===== src/rtl/alu_result_display_pkg.sv =====
// Shared types, codes and helpers for the ALU result display stage.
// Optional build macro ALU_DISP_BLANK_EN selects leading-zero blanking (see blank_lead).
package alu_result_display_pkg;

  localparam int unsigned AluWidth = 6;
  localparam int unsigned OutW     = 2 * AluWidth;
  localparam int unsigned MagBits  = 11;

  localparam logic [3:0] GlyphErr   = 4'hE;
  localparam logic [3:0] GlyphBlank = 4'hF;

  typedef enum logic [1:0] {
    FuncAdd = 2'b00,
    FuncSub = 2'b01,
    FuncMul = 2'b10,
    FuncDiv = 2'b11
  } func_e;

  typedef enum logic [1:0] {
    StIdle,
    StShift,
    StStore,
    StErr
  } state_e;

  // Div is shown as two unsigned fields: quotient first, remainder on the second pass.
  function automatic logic [OutW-1:0] sel_value(func_e f, logic [OutW-1:0] v, logic rem);
    logic [OutW-1:0] r;
    unique case (f)
      FuncMul: r = v;
      FuncDiv: r = rem ? {{AluWidth{1'b0}}, v[AluWidth-1:0]}
                       : {{AluWidth{1'b0}}, v[OutW-1:AluWidth]};
      default: r = {{AluWidth{v[AluWidth-1]}}, v[AluWidth-1:0]};
    endcase
    return r;
  endfunction

  function automatic logic value_neg(func_e f, logic [OutW-1:0] v);
    logic n;
    unique case (f)
      FuncMul: n = v[OutW-1];
      FuncDiv: n = 1'b0;
      default: n = v[AluWidth-1];
    endcase
    return n;
  endfunction

  function automatic logic [MagBits-1:0] abs_mag(logic [OutW-1:0] v);
    logic [OutW-1:0] a;
    a = v[OutW-1] ? -v : v;
    return a[MagBits-1:0];
  endfunction

  function automatic logic [15:0] blank_lead(logic [15:0] d, logic is_div);
    logic [15:0] r;
    r = d;
    if (is_div) begin
      if (d[15:12] == 4'h0) r[15:12] = GlyphBlank;
      if (d[7:4] == 4'h0) r[7:4] = GlyphBlank;
    end else if (d[15:12] == 4'h0) begin
      r[15:12] = GlyphBlank;
      if (d[11:8] == 4'h0) begin
        r[11:8] = GlyphBlank;
        if (d[7:4] == 4'h0) r[7:4] = GlyphBlank;
      end
    end
    return r;
  endfunction

endpackage


===== src/rtl/alu_result_display_if.sv =====
// Capture request / display result bundle between alu_top and the display stage.
interface alu_result_display_if;
  logic                                                start;
  alu_result_display_pkg::func_e                       func;
  logic [alu_result_display_pkg::OutW-1:0]             out;
  logic                                                overflow;
  logic                                                busy;
  logic                                                done;
  logic                                                neg;
  logic [15:0]                                         digits;

  modport master (output start, func, out, overflow, input busy, done, neg, digits);
  modport slave  (input start, func, out, overflow, output busy, done, neg, digits);
endinterface


===== src/rtl/alu_result_display_bcd_double_dabble.sv =====
// Sequential binary-to-BCD converter: one add-3-then-shift step per clock after load.
module alu_result_display_bcd_double_dabble #(
  parameter int unsigned MagBits = 11
) (
  input  logic               clock,
  input  logic               reset_n,
  input  logic               load,
  input  logic [MagBits-1:0] mag,
  output logic [15:0]        bcd,
  output logic               busy
);

  localparam int unsigned CntW = $clog2(MagBits + 1);
  localparam logic [CntW-1:0] CntInit = CntW'(MagBits);

  logic [CntW-1:0]    cnt_q, cnt_d;
  logic [MagBits-1:0] bin_q, bin_d;
  logic [15:0]        bcd_q, bcd_d;
  logic [15:0]        adj;

  always_comb begin
    cnt_d = cnt_q;
    bin_d = bin_q;
    bcd_d = bcd_q;
    adj   = bcd_q;
    for (int i = 0; i < 4; i++) begin
      if (bcd_q[4*i +: 4] >= 4'd5) adj[4*i +: 4] = bcd_q[4*i +: 4] + 4'd3;
    end
    if (load) begin
      cnt_d = CntInit;
      bin_d = mag;
      bcd_d = '0;
    end else if (cnt_q != '0) begin
      {bcd_d, bin_d} = {adj[14:0], bin_q, 1'b0};
      cnt_d = cnt_q - 1'b1;
    end
  end

  always_ff @(posedge clock or negedge reset_n) begin
    if (!reset_n) begin
      cnt_q <= '0;
      bin_q <= '0;
      bcd_q <= '0;
    end else begin
      cnt_q <= cnt_d;
      bin_q <= bin_d;
      bcd_q <= bcd_d;
    end
  end

  assign bcd  = bcd_q;
  assign busy = (cnt_q != '0);

endmodule


===== src/rtl/alu_result_display.sv =====
// Captures an ALU result and converts it to sign + 4 BCD digits for the 7-segment driver.
// Build macro ALU_DISP_BLANK_EN replaces leading-zero digits with the blank glyph.
module alu_result_display
  import alu_result_display_pkg::*;
(
  input logic                 clock,
  input logic                 reset_n,
  alu_result_display_if.slave disp_if
);

  state_e              state_q, state_d;
  func_e               func_q, func_d;
  logic [OutW-1:0]     out_q, out_d;
  logic                pass_q, pass_d;
  logic [7:0]          hi_q, hi_d;
  logic [15:0]         digits_q, digits_d;
  logic                neg_q, neg_d;
  logic [15:0]         conv_digits;
  logic                dd_load, dd_busy;
  logic [MagBits-1:0]  dd_mag;
  logic [15:0]         dd_bcd;

  alu_result_display_bcd_double_dabble #(
    .MagBits (MagBits)
  ) u_bcd_double_dabble (
    .clock   (clock),
    .reset_n (reset_n),
    .load    (dd_load),
    .mag     (dd_mag),
    .bcd     (dd_bcd),
    .busy    (dd_busy)
  );

  always_comb begin
    conv_digits = (func_q == FuncDiv) ? {hi_q, dd_bcd[7:0]} : dd_bcd;
`ifdef ALU_DISP_BLANK_EN
    conv_digits = blank_lead(conv_digits, func_q == FuncDiv);
`endif
  end

  always_comb begin
    state_d  = state_q;
    func_d   = func_q;
    out_d    = out_q;
    pass_d   = pass_q;
    hi_d     = hi_q;
    digits_d = digits_q;
    neg_d    = neg_q;
    dd_load  = 1'b0;
    dd_mag   = abs_mag(sel_value(disp_if.func, disp_if.out, 1'b0));
    unique case (state_q)
      // The done cycle (StStore) also accepts a new start so runs can go back to back.
      StIdle, StStore: begin
        state_d = StIdle;
        if (disp_if.start) begin
          func_d = disp_if.func;
          out_d  = disp_if.out;
          pass_d = 1'b0;
          if (disp_if.overflow && (disp_if.func == FuncAdd || disp_if.func == FuncSub)) begin
            state_d = StErr;
          end else begin
            dd_load = 1'b1;
            state_d = StShift;
          end
        end
      end
      StErr: begin
        digits_d = {4{GlyphErr}};
        neg_d    = 1'b0;
        state_d  = StStore;
      end
      StShift: begin
        if (!dd_busy) begin
          if (func_q == FuncDiv && !pass_q) begin
            hi_d    = dd_bcd[7:0];
            pass_d  = 1'b1;
            dd_load = 1'b1;
            dd_mag  = abs_mag(sel_value(func_q, out_q, 1'b1));
          end else begin
            digits_d = conv_digits;
            neg_d    = value_neg(func_q, out_q);
            state_d  = StStore;
          end
        end
      end
      default: state_d = StIdle;
    endcase
  end

  always_ff @(posedge clock or negedge reset_n) begin
    if (!reset_n) begin
      state_q  <= StIdle;
      func_q   <= FuncAdd;
      out_q    <= '0;
      pass_q   <= 1'b0;
      hi_q     <= '0;
      digits_q <= '0;
      neg_q    <= 1'b0;
    end else begin
      state_q  <= state_d;
      func_q   <= func_d;
      out_q    <= out_d;
      pass_q   <= pass_d;
      hi_q     <= hi_d;
      digits_q <= digits_d;
      neg_q    <= neg_d;
    end
  end

  assign disp_if.busy   = (state_q == StShift) || (state_q == StErr);
  assign disp_if.done   = (state_q == StStore);
  assign disp_if.neg    = neg_q;
  assign disp_if.digits = digits_q;

endmodule


===== src/flat_wrapper.sv =====
// flat-port wrapper written by rule: the top's interface ports become plain ports
module alu_result_display_flat import alu_result_display_pkg::*;
  (clock, reset_n, disp_if_start, disp_if_func, disp_if_out, disp_if_overflow, disp_if_busy, disp_if_done, disp_if_neg, disp_if_digits);
  alu_result_display_if disp_if_i ();
  input logic clock;
  input logic reset_n;
  input wire logic [$bits(disp_if_i.start)-1:0] disp_if_start;
  input wire logic [$bits(disp_if_i.func)-1:0] disp_if_func;
  input wire logic [$bits(disp_if_i.out)-1:0] disp_if_out;
  input wire logic [$bits(disp_if_i.overflow)-1:0] disp_if_overflow;
  output wire logic [$bits(disp_if_i.busy)-1:0] disp_if_busy;
  output wire logic [$bits(disp_if_i.done)-1:0] disp_if_done;
  output wire logic [$bits(disp_if_i.neg)-1:0] disp_if_neg;
  output wire logic [$bits(disp_if_i.digits)-1:0] disp_if_digits;
  assign disp_if_i.start = disp_if_start;
  assign disp_if_i.func = disp_if_func;
  assign disp_if_i.out = disp_if_out;
  assign disp_if_i.overflow = disp_if_overflow;
  assign disp_if_busy = disp_if_i.busy;
  assign disp_if_done = disp_if_i.done;
  assign disp_if_neg = disp_if_i.neg;
  assign disp_if_digits = disp_if_i.digits;
  alu_result_display u_core (.clock(clock), .reset_n(reset_n), .disp_if(disp_if_i));
endmodule

===== config.mk =====
export PLATFORM = sky130hd
export DESIGN_NAME = alu_result_display_flat
export DESIGN_NICKNAME = d
export VERILOG_FILES = /design/src/rtl/alu_result_display_pkg.sv /design/src/rtl/alu_result_display_if.sv /design/src/rtl/alu_result_display_bcd_double_dabble.sv /design/src/rtl/alu_result_display.sv /design/src/flat_wrapper.sv
export SDC_FILE = /design/constraint.sdc
export NUM_CORES = 1
export LEC_CHECK = 0
export CORE_MARGIN = 2
export CORE_UTILIZATION = 61
export CTS_CLUSTER_DIAMETER = 120
export DETAILED_ROUTE_END_ITERATION = 8
export PLACE_DENSITY = 0.87
export SLEW_MARGIN = 20
export SYNTH_ARGS = -nofsm -noshare
export SYNTH_HDL_FRONTEND = slang
export SYNTH_HIERARCHICAL = 1
export SYNTH_SLANG_ARGS = --single-unit
export TNS_END_PERCENT = 100

===== constraint.sdc =====
create_clock -name clock -period 6.45 [get_ports clock]
set_clock_uncertainty 0.05 [all_clocks]
set_input_delay 0.645 -clock clock [delete_from_list [all_inputs] [get_ports clock]]
set_output_delay 0.645 -clock clock [all_outputs]
set_load 0.01 [all_outputs]

* Word-level counts from Yosys, hierarchy flattened
Index checks and enable logic that the tools add are counted.
** Cells by class
- $add $sub $neg :: 7
- $mul :: 0
- Div/mod/pow operators :: 0
- $lt $le $gt $ge :: 4
- Equal/unequal tests :: 12
- Shift-type cells :: 0
- Multiplexer cells :: 42
- Bitwise operators :: 1
- Reduce and logical (&&, ||, !) cells :: 17
** Operators by type and width (count)
- 16-bit 2-to-1 mux :: 5
- 11-bit 2-to-1 mux :: 7
- 12-bit one-hot mux with 2 select lines :: 2
- 12-bit 2-to-1 mux :: 3
- 16-bit one-hot mux with 2 select lines :: 1
- 11-bit negator :: 2
- 4-bit 2-to-1 mux :: 5
- 4-bit by 3-bit greater-or-equal comparator with 1-bit output (second input constant) :: 4
- 4-bit by 2-bit adder with 4-bit output (second input constant) :: 3
- 2-bit equality test (second input constant) :: 6
- 1-bit 2-to-1 mux :: 9
- 2-bit 2-to-1 mux :: 4
- 1-bit one-hot mux with 2 select lines :: 4
- 2-bit inequality test (second input constant) :: 3
- 2-bit one-hot mux with 3 select lines :: 1
- 3-bit AND reduction :: 2
- 2-bit nonzero test :: 3
- 2-bit by 1-bit equality test with 1-bit output (second input constant) :: 2
- 2-bit zero test :: 2
- 2-bit AND reduction :: 2
- 4-bit AND reduction :: 1
- 4-bit nonzero test :: 1
- 4-bit by 1-bit subtractor with 4-bit output (second input constant) :: 1
- 3-bit by 2-bit adder with 3-bit output (second input constant) :: 1
- other kinds (7) :: 9
** Storage, ports and cells
- Register bits :: 73
- Latch bits :: 0
- Bits in writable memories :: 0
- Memory bits (read-only) :: 0
- Input port bits :: 18
- Output and inout port bits :: 19
- Memories kept :: 0

* Logic depth before layout (Yosys ltp)
- Word-level depth :: 11
- Depth in mapped cells :: 13

* By module
Netlist, hierarchy kept.
** By module, submodules not included
- alu_result_display :: instances 1, cells each 226, area each 2118.3 µm²
- alu_result_display_bcd_double_dabble :: instances 1, cells each 196, area each 1823.0 µm²

* Worst setup path before layout
No wires, ideal clock.
- Path type :: register to register
- Start point :: register u_core.u_bcd_double_dabble.cnt_q[0]
- End point :: register u_core.u_bcd_double_dabble.bcd_q[6] (netlist: u_core/u_bcd_double_dabble/bcd[6])
- Setup time :: 0.133 ns
- Data arrival time :: 2.544 ns
- Required time :: 6.267 ns
- Slack :: 3.724 ns
- Stages on the path, launching flop included :: 14
- Path buffers :: 3
- Period minus slack after synthesis :: 2.726 ns
- Cell sequence :: dfrtp_1 inv_1 ha_1 nor3b_4 inv_2 buf_2 nor2_1 nand2_1 clkbuf_1 o21ai_0 clkbuf_1 and2b_1 o2111ai_1 o211ai_2
** On the way
- Cells in the longest elaborated chain, start to end :: 4
** RTL lines
- start, declared :: RTL line alu_result_display_bcd_double_dabble.sv:16 : logic [CntW-1:0] cnt_q, cnt_d;
- start signal, assigned :: RTL line alu_result_display_bcd_double_dabble.sv:45 : cnt_q <= cnt_d;
- 4-bit nonzero test (*) :: RTL line alu_result_display_bcd_double_dabble.sv:52 : assign busy = (cnt_q != '0);
- via u_core.dd_busy :: RTL line alu_result_display.sv:19 : logic dd_load, dd_busy;
- 1-bit 2-to-1 mux (*) :: RTL line alu_result_display.sv:73 : if (!dd_busy) begin
- 1-bit one-hot mux with 2 select lines (*) :: RTL line alu_result_display.sv:51 : unique case (state_q)
- via u_core.dd_load :: RTL line alu_result_display.sv:19
- 16-bit 2-to-1 mux or 2-bit nonzero test (tied branches)
- end signal, assigned :: RTL line alu_result_display_bcd_double_dabble.sv:43 : bcd_q <= '0;
- end signal, assigned :: RTL line alu_result_display_bcd_double_dabble.sv:47 : bcd_q <= bcd_d;
- end, declared :: RTL line alu_result_display_bcd_double_dabble.sv:18 : logic [15:0] bcd_q, bcd_d;
Mark *: on every way through the listed nets, which the timed path passes. The rest lies on a longest branch.
A chain may end at the register's enable or synchronous reset.

* Worst setup path in the final report
- Start point :: register u_core.u_bcd_double_dabble.cnt_q[0]
- End point :: register u_core.u_bcd_double_dabble.bcd_q[2] (netlist: u_core/u_bcd_double_dabble/bcd[2])
The elaborated chain is that of the path after synthesis.

==> summary.md <==
The flow ran to the end, and the final reports show no timing, DRC or antenna violations. Summed over all nets, the half-perimeter wirelength after detailed placement is 5941 µm. The worst-case register-to-register setup slack was 2.63 ns; the vertical extent of the die was 84.38 µm. The logs give 3 for the number of H-tree levels and 0.006314 mm² for the core region area.

The maximum number of pins on one net before global-route repair is 69, and the mean post-synth cell area is 9.340 µm². For the number of max-cap violations, the log shows 0. The via total after detailed routing was 3239; the final layout net count was 473. The clock buffer count from CTS was 9.

The tree is rooted in a sky130_fd_sc_hd__clkbuf_8. At the pin with the least slew margin, the transition time is 0.8452 ns. Async set-reset flop share out of synthesis: 1.000.

Top flip-flop cell by instance count after synthesis: sky130_fd_sc_hd__dfrtp_1. The first detailed-routing pass took 5 iterations. Synthesis warning total: 6. For this run, the top clock speed supported by timing is 262.0 MHz. The total inserted antenna cells was 0; the number of hold violations in the final report was 0.

For the finished layout, the period the worst path requires is 3.817 ns. From left edge to right edge, the die measures 84.38 µm. The first routing iteration left 243 violations.

The share of synthesized area spent on multiplexers came out at 0.07429. The reg-to-reg endpoint was u_core/u_bcd_double_dabble/bcd[2]. Critical register-to-register path startpoint: u_core/u_bcd_double_dabble/cnt_q[0]. The clock reaches the later pin of the worst-skew pair after 0.32 ns. The tools report the sequential fraction of the synthesis area as 0.4317.

Area added between synthesis and finish: 13.52%. The tools report the initial antenna violation count as 0. The final core utilization came out at 0.7087. After detailed routing, the average wire length per cell comes to 16.44 µm.

The share of cells above drive strength 1 is 0.08909. Of all nets on the critical path, the largest fanout is 54. In the synthesized netlist, the number of instances is 422.

The area fraction in and, or, nand and nor cells after synthesis was 0.1848. The worst hold-check path type was in2async. The clock slew seen by the registers of the worst setup and hold paths was 0.08 ns. The run gives 0.4366 as the relative slew slack. Adder and majority cell fraction of the synthesized area: 0.03492. The cell total after placement is 510, and the length in cells of the worst reg-to-reg path is 11. Setup total negative slack on the finished layout was measured at 0 ns.

TritonCTS built the clock tree. The number of enable-type register cells in the synthesized netlist came out at 0. The worst setup path is launched from a flip-flop. The die covers 0.007120 mm². The number of library cell types mapped by synthesis was 53. Setup repair after global routing left no endpoint under its margin. In the routed layout, each cell is associated on average with a via count of 6.158. The tools report the peak ir drop on the vdd network as 0.2231 mV. The area share of xor/xnor cells in the synthesized design came out at 0.01778. For the number of instances resized during post-cts repair, the log shows 0. The logs give 483 for the number of inserted filler cells in the final layout and 451 for the number of nets in the synthesized netlist. The data required time at the worst endpoint was 6.60 ns.

The post-route worst hold slack is 0.4365 ns. The count of input and output buffers was 36; the total setup violations reported at the end of the flow was 0. The initial cell density of the core is 0.6243, and the final worst-path cycle share is 0.5917. The tools report the global-route wire length before repair as 14200 µm. For this run, design rule violations remaining after detail routing come to 0. The detail route stage leaves a number of antenna-violating nets equal to 0. The buffer depth of the longest clock path was 2; the via count of the first global-routing pass was 3083. The register bit total from synthesis is 68.

The run gives 0.2477 as the total routing resource utilization after global routing. The worst setup path is captured at a flip-flop. Data on the critical path arrives at its endpoint at 3.97 ns.

The weighted congestion reported at the end of routability-driven placement was 0.9056. The tools report the netlist area before placement as 0.003941 mm². For this design, the CTS-stage hold fixing added 0 buffers. Once layout is complete, the cells apart from fillers number 526. The main combinational cell family by area after synthesis is compound AO/OA/AOI/OAI gates. The number of setup buffers added after CTS is 0.

The compound-cell area share of the yosys netlist is 0.1971, and the cell area power density is 408.5 mW/mm². During I/O placement, the number of pins put on the boundary was 37. The count of pins over their slew limit is 0. For the total wire length, the log shows 8647 µm.

Number of cell rows: 29. The tools report the total number of clock tree sinks as 68. The kind of critical path is reg2reg. The global route total overflow was 0; the leakage power was 2.007 nW.
logic make-up after synthesis:
family	after synthesis
simple gates	150
compound gates	107
flops	68
buf+inv	50
mux	28
fa+ha+maj	11
xor+xnor	8
worst max-delay path by stage:
stage                                              startpoint                                  end  slack (ns)
after floorplan           u_core/u_bcd_double_dabble/cnt_q[0]    u_core/u_bcd_double_dabble/bcd[6]        3.72
after global placement    u_core/u_bcd_double_dabble/cnt_q[0]    u_core/u_bcd_double_dabble/bcd[6]        2.90
after detailed placement  u_core/u_bcd_double_dabble/cnt_q[0]    u_core/u_bcd_double_dabble/bcd[6]        2.71
after CTS                 u_core/u_bcd_double_dabble/cnt_q[0]  u_core/u_bcd_double_dabble/bin_q[3]        2.65
after global routing      u_core/u_bcd_double_dabble/cnt_q[0]    u_core/u_bcd_double_dabble/bcd[6]        2.37
final                     u_core/u_bcd_double_dabble/cnt_q[0]    u_core/u_bcd_double_dabble/bcd[2]        2.63
cell usage after synthesis, drive strengths merged (2+ instances only):
master	instances	area, µm²
a2111oi	6	52.55
a211o	3	26.28
inv	23	86.33
and3	7	43.79
o2111ai	9	78.83
nor3	2	10.01
nand2	63	236.5
a21oi	14	70.07
xnor2	2	17.52
o211ai	10	90.09
dfrtp	68	1702
nor2b	15	93.84
xor2	6	52.55
o31ai	4	30.03
o21ai	31	155.2
o21bai	2	18.77
o41ai	3	26.28
and2b	2	15.01
nand3	4	20.02
mux2i	18	180.2
a311oi	3	26.28
a22o	2	17.52
ha	11	137.6
o21a	6	45.04
clkbuf	12	45.04
nor2	32	120.1
or3	16	100.1
o22a	6	52.55
mux2	10	112.6
buf	15	102.6
nand2b	2	12.51
flip-flops by register name, indices dropped and copies added (netlist names):
| signal | count |
|---|---|
| u_core/disp_if.digits | 16 |
| u_core/disp_if.neg | 1 |
| u_core/func_q | 2 |
| u_core/hi_q | 8 |
| u_core/out_q | 7 |
| u_core/pass_q | 1 |
| u_core/state_q | 2 |
| u_core/u_bcd_double_dabble/bcd | 16 |
| u_core/u_bcd_double_dabble/bin_q | 11 |
| u_core/u_bcd_double_dabble/cnt_q | 4 |
cells in the final DEF, fill, tap and decap left out, drive strengths merged, types with 3 or more instances in the layout:
cell type and count:
or3 16, a2111oi 6, o41ai 3, and3 7, inv 23, o211ai 10, a311oi 3, clkdlybuf4s50 35
xor2 6, o21a 6, a21oi 14, nand2 63, nor2b 15, o31ai 4, mux2i 18, nand3 4
a211o 3, buf 3, nor2 32, o2111ai 9, clkbuf 10, o21ai 31, dfrtp 68, o22a 6
ha 11, mux2 10, clkinv 3
critical path, stage by stage (launching register included):
cell,delay [ns]
sky130_fd_sc_hd__dfrtp_1,0.40
sky130_fd_sc_hd__inv_1,0.09
sky130_fd_sc_hd__ha_1,0.20
sky130_fd_sc_hd__nor3b_4,0.72
sky130_fd_sc_hd__inv_2,0.52
sky130_fd_sc_hd__nor2_1,0.25
sky130_fd_sc_hd__nand2_1,0.36
sky130_fd_sc_hd__o21ai_2,0.15
sky130_fd_sc_hd__buf_4,0.42
sky130_fd_sc_hd__and2b_1,0.25
sky130_fd_sc_hd__o2111ai_1,0.12
sky130_fd_sc_hd__o211ai_2,0.11
report_power, final:
group          total [W]  internal [W]  switching, W
sequential      0.000750      0.000585      0.000165
combinational   0.000731      0.000335      0.000396
clock           0.000347      0.000188      0.000159
layer usage:
metal	track usage	wire length, µm
met5	0	0
met4	0.1082	163
met3	0.03343	397
met2	0.4358	4462
met1	0.3055	3625
cell type report:
cell class / count / area, µm² / area share
clock inverter: 6 / 63.81 / 0.01426
tap: 77 / 96.34 / 0.02153
inverter: 23 / 86.33 / 0.01930
sequential: 68 / 1702 / 0.3803
timing repair buffer: 38 / 370.4 / 0.08277
clock buffer: 10 / 137.6 / 0.03076
multi-input combinational: 304 / 2018 / 0.4511
metrics by stage:
| stage | power, W | area (µm²) | worst slack (ns) |
|---|---|---|---|
| floorplan | 0.001249 | 3941 | 3.724 |
| CTS | 0.001830 | 4466 | 2.652 |
| finish | 0.001828 | 4474 | 2.633 |
| detailed placement | 0.001475 | 4264 | 2.706 |
| global placement | 0.001431 | 4264 | 2.896 |
| global route | 0.001961 | 4474 | 2.374 |
Note: power is estimated with default switching activity, not from simulation.
